### config.mk
export PLATFORM = sky130hd
export DESIGN_NAME = branch_resolve_unit
export DESIGN_NICKNAME = d
export VERILOG_FILES = /design/src/rtl/bru_pkg.sv /design/src/rtl/bru_meta_pipe.sv /design/src/rtl/branch_resolve_unit.sv
export SDC_FILE = /design/constraint.sdc
export NUM_CORES = 1
export LEC_CHECK = 0
export ABC_CLOCK_PERIOD_IN_PS = 5900
export BUFFER_PORTS_ARGS = -buffer_cell sky130_fd_sc_hd__buf_2
export CAP_MARGIN = 30
export CORE_ASPECT_RATIO = 1.75
export CORE_MARGIN = 2
export CORE_UTILIZATION = 45
export CTS_BUF_LIST = sky130_fd_sc_hd__clkbuf_8
export CTS_CLUSTER_DIAMETER = 60
export DETAILED_ROUTE_END_ITERATION = 10
export PLACE_DENSITY_LB_ADDON = 0.15
export SLEW_MARGIN = 20
export SYNTH_ARGS = -nofsm -noshare
export SYNTH_HDL_FRONTEND = slang
export SYNTH_HIERARCHICAL = 1
export SYNTH_SLANG_ARGS = --single-unit
### constraint.sdc
create_clock -name clk -period 5.9 [get_ports clk]
set_clock_uncertainty 0.1 [all_clocks]
set_input_delay 1.18 -clock clk [delete_from_list [all_inputs] [get_ports clk]]
set_output_delay 1.18 -clock clk [all_outputs]
set_load 0.005 [all_outputs]
### src/rtl/bru_pkg.sv
// bru_pkg: shared types and constants for the branch resolve unit.
//   pred_meta_t : BTB prediction metadata carried alongside an instruction
//   btb_upd_t   : BTB update write payload
//   PC_INC      : sequential PC increment
//   pc_inc()    : modulo-2^32 sequential next PC
package bru_pkg;

    localparam int unsigned PC_W = 32;
    localparam logic [PC_W-1:0] PC_INC = PC_W'(4);

    // Per-instruction prediction metadata; pred_taken = btb_hit & btb_br at fetch.
    typedef struct packed {
        logic            valid;
        logic            hit;
        logic            pred_taken;
        logic [PC_W-1:0] pc;
        logic [PC_W-1:0] pred_target;
    } pred_meta_t;

    // BTB update write payload.
    typedef struct packed {
        logic            write;
        logic            br;
        logic [PC_W-1:0] pc;
        logic [PC_W-1:0] target;
    } btb_upd_t;

    // Sequential successor; wraps 0xFFFF_FFFC -> 0x0000_0000.
    function automatic logic [PC_W-1:0] pc_inc(input logic [PC_W-1:0] pc);
        return pc + PC_INC;
    endfunction

endpackage

### src/rtl/bru_meta_pipe.sv
// bru_meta_pipe: IF -> ID -> EX prediction metadata pipeline.
//   clk, rst    : clock, asynchronous active-high reset
//   if_meta     : metadata captured at fetch
//   id_stall    : hold the IF/ID register (EX receives a bubble)
//   ex_stall    : hold the ID/EX register (also holds IF/ID)
//   flush       : invalidate ID and EX on the next edge, overriding stalls
//   ex_meta     : metadata of the instruction currently in EX
module bru_meta_pipe
    import bru_pkg::*;
(
    input  logic       clk,
    input  logic       rst,
    input  pred_meta_t if_meta,
    input  logic       id_stall,
    input  logic       ex_stall,
    input  logic       flush,
    output pred_meta_t ex_meta
);

    pred_meta_t id_q;
    pred_meta_t id_d;
    pred_meta_t ex_q;
    pred_meta_t ex_d;

    // Stage advance: flush kills both stages; ex_stall freezes both;
    // id_stall alone freezes ID and sends a bubble into EX.
    always_comb begin
        id_d = id_q;
        ex_d = ex_q;
        if (flush) begin
            id_d.valid = 1'b0;
            ex_d.valid = 1'b0;
        end else begin
            if (!(id_stall || ex_stall)) begin
                id_d = if_meta;
            end
            if (!ex_stall) begin
                ex_d = id_q;
                if (id_stall) begin
                    ex_d.valid = 1'b0;
                end
            end
        end
    end

    // Metadata registers.
    always_ff @(posedge clk or posedge rst) begin
        if (rst) begin
            id_q <= '0;
            ex_q <= '0;
        end else begin
            id_q <= id_d;
            ex_q <= ex_d;
        end
    end

    assign ex_meta = ex_q;

endmodule

### src/rtl/branch_resolve_unit.sv
// branch_resolve_unit: carries each fetch's BTB prediction to EX, compares it
// with the actual branch outcome, raises flush/redirect on mispredict and
// issues the BTB update write one cycle after resolution.
//   clk, rst                 : clock, asynchronous active-high reset
//   if_valid/if_pc           : fetch slot
//   if_btb_hit/if_btb_br     : BTB lookup result for if_pc
//   if_pred_target           : BTB predicted target
//   id_stall, ex_stall       : pipeline holds
//   ex_is_branch/ex_taken    : actual EX outcome (jumps drive ex_taken=1)
//   ex_target                : actual computed target
//   flush, redirect_pc       : combinational mispredict recovery
//   btb_write/btb_br/
//   btb_pc_wr/
//   btb_pc_predict_wr        : registered BTB update
//   cnt_branch/cnt_mispredict: saturating performance counters
// Build option: define BRU_PERF_CNT_EN to include the performance counters;
// otherwise both counter ports are tied to zero.
module branch_resolve_unit
    import bru_pkg::*;
#(
    parameter int unsigned CNT_WIDTH = 32
) (
    input  logic                 clk,
    input  logic                 rst,
    input  logic                 if_valid,
    input  logic [PC_W-1:0]      if_pc,
    input  logic                 if_btb_hit,
    input  logic                 if_btb_br,
    input  logic [PC_W-1:0]      if_pred_target,
    input  logic                 id_stall,
    input  logic                 ex_stall,
    input  logic                 ex_is_branch,
    input  logic                 ex_taken,
    input  logic [PC_W-1:0]      ex_target,
    output logic                 flush,
    output logic [PC_W-1:0]      redirect_pc,
    output logic                 btb_write,
    output logic                 btb_br,
    output logic [PC_W-1:0]      btb_pc_wr,
    output logic [PC_W-1:0]      btb_pc_predict_wr,
    output logic [CNT_WIDTH-1:0] cnt_branch,
    output logic [CNT_WIDTH-1:0] cnt_mispredict
);

    pred_meta_t      if_meta_c;
    pred_meta_t      ex_meta;
    logic            resolve_c;
    logic            mispredict_c;
    logic [PC_W-1:0] redirect_c;
    logic [PC_W-1:0] ex_pc_seq_c;
    btb_upd_t        upd_d;
    btb_upd_t        upd_q;

    // Fetch-side metadata capture.
    always_comb begin
        if_meta_c             = '0;
        if_meta_c.valid       = if_valid;
        if_meta_c.hit         = if_btb_hit;
        if_meta_c.pred_taken  = if_btb_hit & if_btb_br;
        if_meta_c.pc          = if_pc;
        if_meta_c.pred_target = if_pred_target;
    end

    bru_meta_pipe u_meta_pipe (
        .clk      (clk),
        .rst      (rst),
        .if_meta  (if_meta_c),
        .id_stall (id_stall),
        .ex_stall (ex_stall),
        .flush    (mispredict_c),
        .ex_meta  (ex_meta)
    );

    assign resolve_c   = ex_meta.valid & ~ex_stall;
    assign ex_pc_seq_c = pc_inc(ex_meta.pc);

    // Resolve: mispredict detection, redirect target and BTB update request.
    // Update fields hold their last written value when no write is scheduled.
    always_comb begin
        mispredict_c = 1'b0;
        redirect_c   = '0;
        upd_d        = upd_q;
        upd_d.write  = 1'b0;
        if (resolve_c) begin
            if (ex_is_branch) begin
                if (ex_taken) begin
                    mispredict_c = ~(ex_meta.pred_taken &&
                                     (ex_meta.pred_target == ex_target));
                    redirect_c   = ex_target;
                    upd_d.write  = 1'b1;
                    upd_d.br     = 1'b1;
                    upd_d.pc     = ex_meta.pc;
                    upd_d.target = ex_target;
                end else begin
                    mispredict_c = ex_meta.pred_taken;
                    redirect_c   = ex_pc_seq_c;
                    // A not-taken branch that missed stays out of the table.
                    if (ex_meta.hit) begin
                        upd_d.write  = 1'b1;
                        upd_d.br     = 1'b0;
                        upd_d.pc     = ex_meta.pc;
                        upd_d.target = ex_target;
                    end
                end
            end else begin
                // Non-branch that aliased onto a taken BTB entry.
                mispredict_c = ex_meta.pred_taken;
                redirect_c   = ex_pc_seq_c;
                if (ex_meta.pred_taken) begin
                    upd_d.write  = 1'b1;
                    upd_d.br     = 1'b0;
                    upd_d.pc     = ex_meta.pc;
                    upd_d.target = ex_pc_seq_c;
                end
            end
        end
    end

    // BTB update register; reset drops any pending write immediately.
    always_ff @(posedge clk or posedge rst) begin
        if (rst) begin
            upd_q <= '0;
        end else begin
            upd_q <= upd_d;
        end
    end

    assign flush             = mispredict_c;
    assign redirect_pc       = mispredict_c ? redirect_c : '0;
    assign btb_write         = upd_q.write;
    assign btb_br            = upd_q.br;
    assign btb_pc_wr         = upd_q.pc;
    assign btb_pc_predict_wr = upd_q.target;

`ifdef BRU_PERF_CNT_EN
    logic [CNT_WIDTH-1:0] cnt_branch_q;
    logic [CNT_WIDTH-1:0] cnt_branch_d;
    logic [CNT_WIDTH-1:0] cnt_mispredict_q;
    logic [CNT_WIDTH-1:0] cnt_mispredict_d;

    // Saturating event counters.
    always_comb begin
        cnt_branch_d     = cnt_branch_q;
        cnt_mispredict_d = cnt_mispredict_q;
        if (resolve_c && ex_is_branch && (cnt_branch_q != '1)) begin
            cnt_branch_d = cnt_branch_q + CNT_WIDTH'(1);
        end
        if (mispredict_c && (cnt_mispredict_q != '1)) begin
            cnt_mispredict_d = cnt_mispredict_q + CNT_WIDTH'(1);
        end
    end

    always_ff @(posedge clk or posedge rst) begin
        if (rst) begin
            cnt_branch_q     <= '0;
            cnt_mispredict_q <= '0;
        end else begin
            cnt_branch_q     <= cnt_branch_d;
            cnt_mispredict_q <= cnt_mispredict_d;
        end
    end

    assign cnt_branch     = cnt_branch_q;
    assign cnt_mispredict = cnt_mispredict_q;
`else
    assign cnt_branch     = '0;
    assign cnt_mispredict = '0;
`endif

endmodule

==> impl_metrics.toml, run 1 <==
[synth]
postSynthAreaPerCell_um2 = 11.14
synth_area_um2 = 9883
synthArstFlopShare = 1.000
ys_seq_elements = 200
ys_types = 57
yosys_warnings = 6
netlist_instances = 887
synth_top_area_frac = 0.5064
ys_top_cells_by_area = "dfrtp_1 (51%), mux2_2 (8.7%), mux2_1 (6.6%)"
synth_area_leader_cell = "dfrtp_1"
yosysSeqAreaShare = 0.5064
synth_ff_type = "dfrtp_1"
synth_edf_count = 0

[clock_tree]
root_buffer = "clkbuf_8"
post_cts_buffers = 0
clkLatencyLatePin_ns = 0.48
cts_tree = "built"
cts_resized = 0
clock-sinks = 200
cts_made_buffers = 17
cts_hold_buf = 0
cts.clk_slew.worst_paths_ns = 0.10
clock_path_buffers = 2
htreeDepth = 4

[placed_design]
dp.cells = 1345
place_area_um2 = 10890
gp_routability_congestion = 0.8885
portBuffers = 203
place_hpwl_mm = 21.59
dp_slack_ns = 1.257

[finish]
nets = 1179
layout_commonest_cell = "buf_2"
areaGrowthSynthToFinish_pct = 13.96
antenna-diode-count = 0
drive_gt1_frac = 0.3278
stdcell_count = 1378
post-route-util = 0.5239
final_area_um2 = 11260
fillers = 2029
final_cell_mix = "buf_2 (204), dfrtp_1 (200), nand2_1 (126)"

[floorplanning]
rows = 71
die_w_um = 116.0
num_io_pins = 268
dieArea_um2 = 23210
start_util = 0.4597
core_area_um2 = 21500
die_h_um = 200.0

[critical_path]
crit_type = "flop to output port"
crit_path_end_kind = "output port"
r2r_slack_ns = 2.36
worstPathArrival_ns = 3.47
start_kind = "flop"
cp_slowest_cell = "or4_1"
crit_chain = "nand3_2, or4_1, nor4_4, mux2_2, a211oi_1, buf_2"
max_stage_delay_ns = 0.90
crit_family = "simple AND/OR/NAND/NOR gates"
worstPathRequired_ns = 4.62
crit_buf_inv = 1
critPathMaxFanout = 15

[job]
maxCapViolCount = 0

[route]
via_per_inst = 5.319
drt-total-wl_mm = 28.53
routed-via-count = 7330
wl_per_cell_um = 20.71
ant_nets = 0
drcViolationCount = 0
drt-pass1-iter-count = 6
drt_iter0_markers = 332

[sta]
fin_ws_ns = 1.147
worstMarginPinSlew_ns = 0.9462
fmax_mhz = 210.4
rsz0062_at_grt = "false"
maxSlewHeadroom = 0.3679
finalSetupViolations = 0
min_period_ns = 4.753
slew_violations = 0
final.setup.tns_ns = 0
holdWs_ns = 0.3762
report.final.hold_viol_count = 0
final.period_utilization = 0.8055

[status]
outcome = "completed"

[global_route]
overflow = 0
grtUsageTotal = 0.2567
grt_pass1_wl_mm = 43.70
first_global_vias = 7300
grt_max_degree = 74
antenna_found_initial = 0

[pwr]
ir_worst_vdd_mv = 0.2584
p_leak_nw = 5.335
power_mw = 3.963
p_per_area_nw_per_um2 = 351.9

[worst_hold_path]
holdCritPathClass = "flop to flop"
==> layout make-up <==
cell class,count,area (um2),share of cell area
clock buffer,20,275.3,0.02444
timing repair buffer,218,1126,0.09998
tap,292,365.4,0.03244
sequential,200,5005,0.4443
inverter,10,40.04,0.003555
clock inverter,12,92.59,0.008220
multi-input combinational,626,4359,0.3870
==> where the power goes <==
group	switching [mW]	internal [mW]	total (mW)	leakage, nW
registers	0.318	1.76	2.07	2.41
clock network	0.504	0.329	0.833	0.166
logic	0.554	0.502	1.06	2.75
==> cell families (layout without fill, tap and decap cells) <==
logic type	count (synthesis)	in the layout	share of synthesized area
other	1	64	0.0003794
XOR/XNOR	46	46	0.04077
flip-flops	200	200	0.5064
buffers and inverters	124	260	0.08001
AND/OR/NAND/NOR	274	274	0.1436
adder cells (fa/ha/maj)	1	1	0.001266
multiplexers	138	138	0.1567
AO/OA/AOI/OAI	103	103	0.07089
==> worst register-to-register path: stages, from the launching register on <==
cell and delay, ns:
dfrtp_1 0.41, xor2_1 0.16, nor4_1 0.39, nand4_1 0.25, nor4_2 0.28, buf_4 0.43, nor2_1 0.27, nor3_4 0.25
buf_4 0.49, mux2_1 0.41
==> Yosys cell counts (2+ instances only) <==
master	number
o21ai_1	2
nor4_2	9
and3_1	6
and4_1	4
nor2b_1	3
mux2_2	76
a221oi_1	2
a22oi_1	25
inv_1	9
o31a_1	6
nand4_1	8
o21ai_0	33
a31oi_1	4
dfrtp_1	200
o21a_1	3
buf_6	9
xnor2_1	12
a211oi_1	4
xor2_1	34
nor4_4	2
or3b_2	2
buf_2	8
mux2_1	58
a21oi_1	3
nand2_1	126
mux2i_1	4
a32oi_1	4
clkbuf_1	28
nor3_1	13
nand3b_1	2
nand3_1	12
and2_1	3
nand2b_1	2
or3_1	2
nor3_2	3
buf_4	66
nor2_1	38
buf_1	3
nor3b_1	2
or4_1	2
o21bai_1	10
nor4_1	30
==> registers in the layout, indices dropped and copies added (netlist names) <==
| signal | flops |
|---|---|
| btb_write | 1 |
| u_meta_pipe/id_q | 67 |
| btb_br | 1 |
| u_meta_pipe/ex_meta | 67 |
| btb_pc_wr | 32 |
| btb_pc_predict_wr | 32 |
==> final timing paths <==
path,start,to,depth (start not counted)
hold / removal,btb_pc_wr[25],btb_pc_wr[25],2
max in group asynchronous,rst,btb_pc_predict_wr[3],3
setup / recovery,u_meta_pipe/ex_meta[37],redirect_pc[31],6
setup reg to reg,u_meta_pipe/ex_meta[3],u_meta_pipe/id_q[10],9
hold reg to reg,btb_pc_wr[25],btb_pc_wr[25],2
min in group asynchronous,rst,u_meta_pipe/ex_meta[16],2
==> routing by layer <==
layer	GRT usage	vias up	wire length (um)
li1	-	3359	-
met1	0.3059	3583	10770
met2	0.4252	321	14140
met3	0.05344	67	1764
met4	0.1521	0	1856
met5	0	-	0
Note: power is estimated with default switching activity, not from simulation.
==> run 2, diff against run 1 <==
--- a/config.mk
+++ b/config.mk
@@ -5,7 +5,7 @@
 export SDC_FILE = /design/constraint.sdc
 export NUM_CORES = 1
 export LEC_CHECK = 0
-export ABC_CLOCK_PERIOD_IN_PS = 5900
+export ABC_CLOCK_PERIOD_IN_PS = 4400
 export BUFFER_PORTS_ARGS = -buffer_cell sky130_fd_sc_hd__buf_2
 export CAP_MARGIN = 30
 export CORE_ASPECT_RATIO = 1.75
==> constraint.sdc (replaced) <==
create_clock -name clk -period 4.4 [get_ports clk]
set_clock_uncertainty 0.1 [all_clocks]
set_input_delay 0.88 -clock clk [delete_from_list [all_inputs] [get_ports clk]]
set_output_delay 0.88 -clock clk [all_outputs]
set_load 0.005 [all_outputs]
==> impl_metrics.toml, run 2 (synthesis gave the netlist of run 1 again) <==
[status]
outcome = "completed"

[floorplanning]
die_h_um = 200.0
rows = 71
start_util = 0.4597
die_w_um = 116.0
dieArea_um2 = 23210
core_area_um2 = 21500
num_io_pins = 268

[clock_tree]
clock_path_buffers = 2
htreeDepth = 4
cts.clk_slew.worst_paths_ns = 0.10
post_cts_buffers = 0
root_buffer = "clkbuf_8"
clock-sinks = 200
cts_resized = 0
cts_made_buffers = 17
cts_tree = "built"
clkLatencyLatePin_ns = 0.49
cts_hold_buf = 0

[finish]
antenna-diode-count = 0
areaGrowthSynthToFinish_pct = 15.14
final_cell_mix = "buf_2 (203), dfrtp_1 (200), nand2_1 (126)"
final_area_um2 = 11380
drive_gt1_frac = 0.3303
nets = 1183
fillers = 2067
layout_commonest_cell = "buf_2"

[sta]
fmax_mhz = 230.1
report.final.hold_viol_count = 0
slew_violations = 0
finalSetupViolations = 0
holdWs_ns = 0.2053
final.setup.tns_ns = 0
rsz0062_at_grt = "false"
worstMarginPinSlew_ns = 0.9178
final.period_utilization = 0.9876
maxSlewHeadroom = 0.3881
min_period_ns = 4.345
fin_ws_ns = 0.05453

[critical_path]
worstPathRequired_ns = 3.42
critPathMaxFanout = 15
timing.rr.end = "u_meta_pipe/id_q[55]"
crit_path_end_kind = "output port"
ff2ff_path_depth = 9
r2r-start = "u_meta_pipe/ex_meta[20]"
crit_type = "flop to output port"
worstSetupStartpoint = "u_meta_pipe/ex_meta[37]"
worstPathArrival_ns = 3.37
critical_path.endpoint = "redirect_pc[31]"
r2r_slack_ns = 1.10
start_kind = "flop"

[route]
wl_per_cell_um = 20.46
drt-pass1-iter-count = 5
drt_iter0_markers = 353
drcViolationCount = 0
ant_nets = 0
via_per_inst = 5.297
drt-total-wl_mm = 28.27
routed-via-count = 7320

[pwr]
power_mw = 5.397
p_per_area_nw_per_um2 = 474.2
ir_worst_vdd_mv = 0.2778
p_leak_nw = 5.395

[placed_design]
dp_slack_ns = 0.4274
portBuffers = 203
gp_routability_congestion = 0.8817
place_hpwl_mm = 21.43
place_area_um2 = 10950

[global_route]
grt_pass1_wl_mm = 42.77
use_met1 = 0.2966
gr-usage-met3 = 0.04740
first_global_vias = 7262
overflow = 0
grtUsageTotal = 0.2519
busiest_layer = "met2"
use_met2 = 0.4182
antenna_found_initial = 0
grt_max_degree = 75

[job]
maxCapViolCount = 0

[worst_hold_path]
holdCritPathClass = "input port to async pin"
[run 2: cell type report]
cell class	instances	area, um2	area share
Sequential cell	200	5005	0.4398
Clock buffer	19	261.5	0.02298
Inverter	10	41.29	0.003628
Tap cell	292	365.4	0.03211
Timing Repair Buffer	222	1204	0.1058
Clock inverter	13	143.9	0.01264
Multi-Input combinational cell	626	4359	0.3831
[run 2: worst min-delay path by stage]
stage          slack (ns)                      end
5_1_grt              0.19  u_meta_pipe/ex_meta[53]
3_5_place_dp         0.36            btb_pc_wr[15]
4_1_cts              0.17  u_meta_pipe/ex_meta[53]
2_1_floorplan        0.35      u_meta_pipe/id_q[0]
6_report             0.21  u_meta_pipe/ex_meta[53]
3_3_place_gp         0.35             btb_pc_wr[1]
[run 2: metrics by stage]
| stage | cells | utilization |
|---|---|---|
| 6_report | 1382 | 0.5293 |
| 5_1_grt | 1382 | 0.5293 |
| 4_1_cts | 1381 | 0.5281 |
| 3_5_place_dp | 1349 | 0.5092 |
| 3_3_place_gp | 1349 | 0.5092 |
| 2_1_floorplan | 950 | - |
[run 2: where the power goes]
group	leakage [nW]	internal, mW	switching, mW
Combinational	2.79	0.679	0.732
Clock	0.195	0.540	0.676
Sequential	2.41	2.36	0.415
Total	5.39	3.57	1.82
[run 2: metal layers]
metal,wire [um],part of all wire,vias to the layer above
met1,10550,0.37,3562
met3,1552,0.055,69
met4,1896,0.067,0
met5,0,0,-
met2,14270,0.50,330
li1,-,-,3359
[run 2: worst max-delay path: stages (launching register included)]
cell,delay (ns)
dfrtp_1,0.58
nand3_2,0.19
or4_1,0.53
buf_4,0.22
nor4_4,0.40
mux2_2,0.39
a211oi_1,0.37
buf_2,0.19
==> run 3, diff against run 2 <==
--- a/config.mk
+++ b/config.mk
@@ -8,7 +8,7 @@
 export ABC_CLOCK_PERIOD_IN_PS = 4400
 export BUFFER_PORTS_ARGS = -buffer_cell sky130_fd_sc_hd__buf_2
 export CAP_MARGIN = 30
-export CORE_ASPECT_RATIO = 1.75
+export CORE_ASPECT_RATIO = 1.25
 export CORE_MARGIN = 2
 export CORE_UTILIZATION = 45
 export CTS_BUF_LIST = sky130_fd_sc_hd__clkbuf_8
==> impl_metrics.toml, run 3 (synthesis gave the netlist of run 1 again) <==
[status]
outcome = "completed"

[clock_tree]
clock_path_buffers = 2
clock-sinks = 200
clkLatencyLatePin_ns = 0.47
cts_made_buffers = 17
htreeDepth = 4
cts_tree = "built"
cts.clk_slew.worst_paths_ns = 0.11
root_buffer = "clkbuf_8"

[placed_design]
dp.cells = 1339
place_hpwl_mm = 20.50
gp_routability_congestion = 0.8760
portBuffers = 203
place_area_um2 = 10990

[sta]
worstMarginPinSlew_ns = 0.9337
finalSetupViolations = 0
maxSlewHeadroom = 0.3775
report.final.hold_viol_count = 0
final.setup.tns_ns = 0
slew_violations = 0
rsz0062_at_grt = "false"
fmax_mhz = 239.2
final.period_utilization = 0.9500
min_period_ns = 4.180

[critical_path]
crit_path_end_kind = "output port"
worstPathArrival_ns = 3.20
start_kind = "flop"
worstSetupStartpoint = "u_meta_pipe/ex_meta[34]"
critPathMaxFanout = 6
r2r-start = "u_meta_pipe/ex_meta[20]"
crit_type = "flop to output port"
r2r_slack_ns = 1.23
worstPathRequired_ns = 3.42
ff2ff_path_depth = 9

[route]
drt-total-wl_mm = 27.90
ant_nets = 0
via_per_inst = 5.308
drcViolationCount = 0
drt_iter0_markers = 458
routed-via-count = 7272
wl_per_cell_um = 20.36
drt-pass1-iter-count = 5

[finish]
post-route-util = 0.5274
final_cell_mix = "buf_2 (203), dfrtp_1 (200), nand2_1 (126)"
areaGrowthSynthToFinish_pct = 14.98
layout_commonest_cell = "buf_2"
nets = 1185
drive_gt1_frac = 0.3312
final_area_um2 = 11360
stdcell_count = 1370

[floorplanning]
core_area_um2 = 21550
dieArea_um2 = 23170
num_io_pins = 268
die_w_um = 136.6
rows = 60
start_util = 0.4587
die_h_um = 169.7

[pwr]
p_per_area_nw_per_um2 = 464.1
p_leak_nw = 5.402
power_mw = 5.274
ir_worst_vdd_mv = 0.2764

[global_route]
grt_max_degree = 73
first_global_vias = 7065
antenna_found_initial = 2
grtUsageTotal = 0.2459
grt_pass1_wl_mm = 42.23
overflow = 0

[worst_hold_path]
holdCritPathClass = "input port to async pin"

[job]
maxCapViolCount = 0
-- run 3: changes by cell type in the layout (fill, tap and decap cells not counted), sizes merged --
cell      delta
clkinvlp     -3
buf          +2
inv          +2
bufinv       -1
clkbuf       -1
clkinv       +1
diode        +1
-- run 3: path summary, 6_finish.rpt --
| path | to |
|---|---|
| max in group asynchronous | btb_pc_wr[14] |
| worst max-delay path | redirect_pc[20] |
| worst min-delay path | u_meta_pipe/ex_meta[53] |
| min in group clk | btb_pc_wr[16] |
| worst min register to register | btb_pc_wr[16] |
| worst max register to register | u_meta_pipe/id_q[20] |
-- run 3: routing by layer --
layer  global-route usage  vias up  part of all wire
li1                     -     3365                 -
met1               0.3207     3576              0.41
met2               0.4135      295              0.50
met3              0.04869       34             0.064
met4              0.07201        2             0.022
met5                    0        -           0.00047
-- run 3: what timing repair did --
action,4_1_cts,5_1_grt
setup buffers,0,0
endpoints found under the setup margin,0,1
gates resized for setup,0,1
hold buffers,0,0
-- run 3: layout make-up --
| type | count | area, um2 |
|---|---|---|
| multi-input combinational | 626 | 4363 |
| clock inverter | 12 | 118.9 |
| fill | 2018 | 10180 |
| sequential | 200 | 5005 |
| antenna | 1 | 2.502 |
| tap | 279 | 349.1 |
| inverter | 10 | 41.29 |
| timing repair buffer | 224 | 1236 |
| clock buffer | 18 | 247.7 |
-- run 3: per-stage QoR --
step	setup WS [ns]	hold WS [ns]
floorplan	0.8816	0.3522
global placement	0.6062	0.3563
detailed placement	0.6234	0.3590
CTS	0.1289	0.3192
global route	0.05703	0.3229
finish	0.2200	0.3324
-- run 3: critical path, cell delays in order, from the launching register on --
cell and delay, ns:
dfrtp_1 0.47, ha_1 0.25, nand4_2 0.20, or3_1 0.55, nor4_1 0.42, nor3_1 0.09, nor4_1 0.51, buf_2 0.23
-- run 3: power breakdown --
group / internal, mW / switching, mW
clock: 0.469 / 0.668
combinational: 0.682 / 0.708
sequential: 2.36 / 0.392
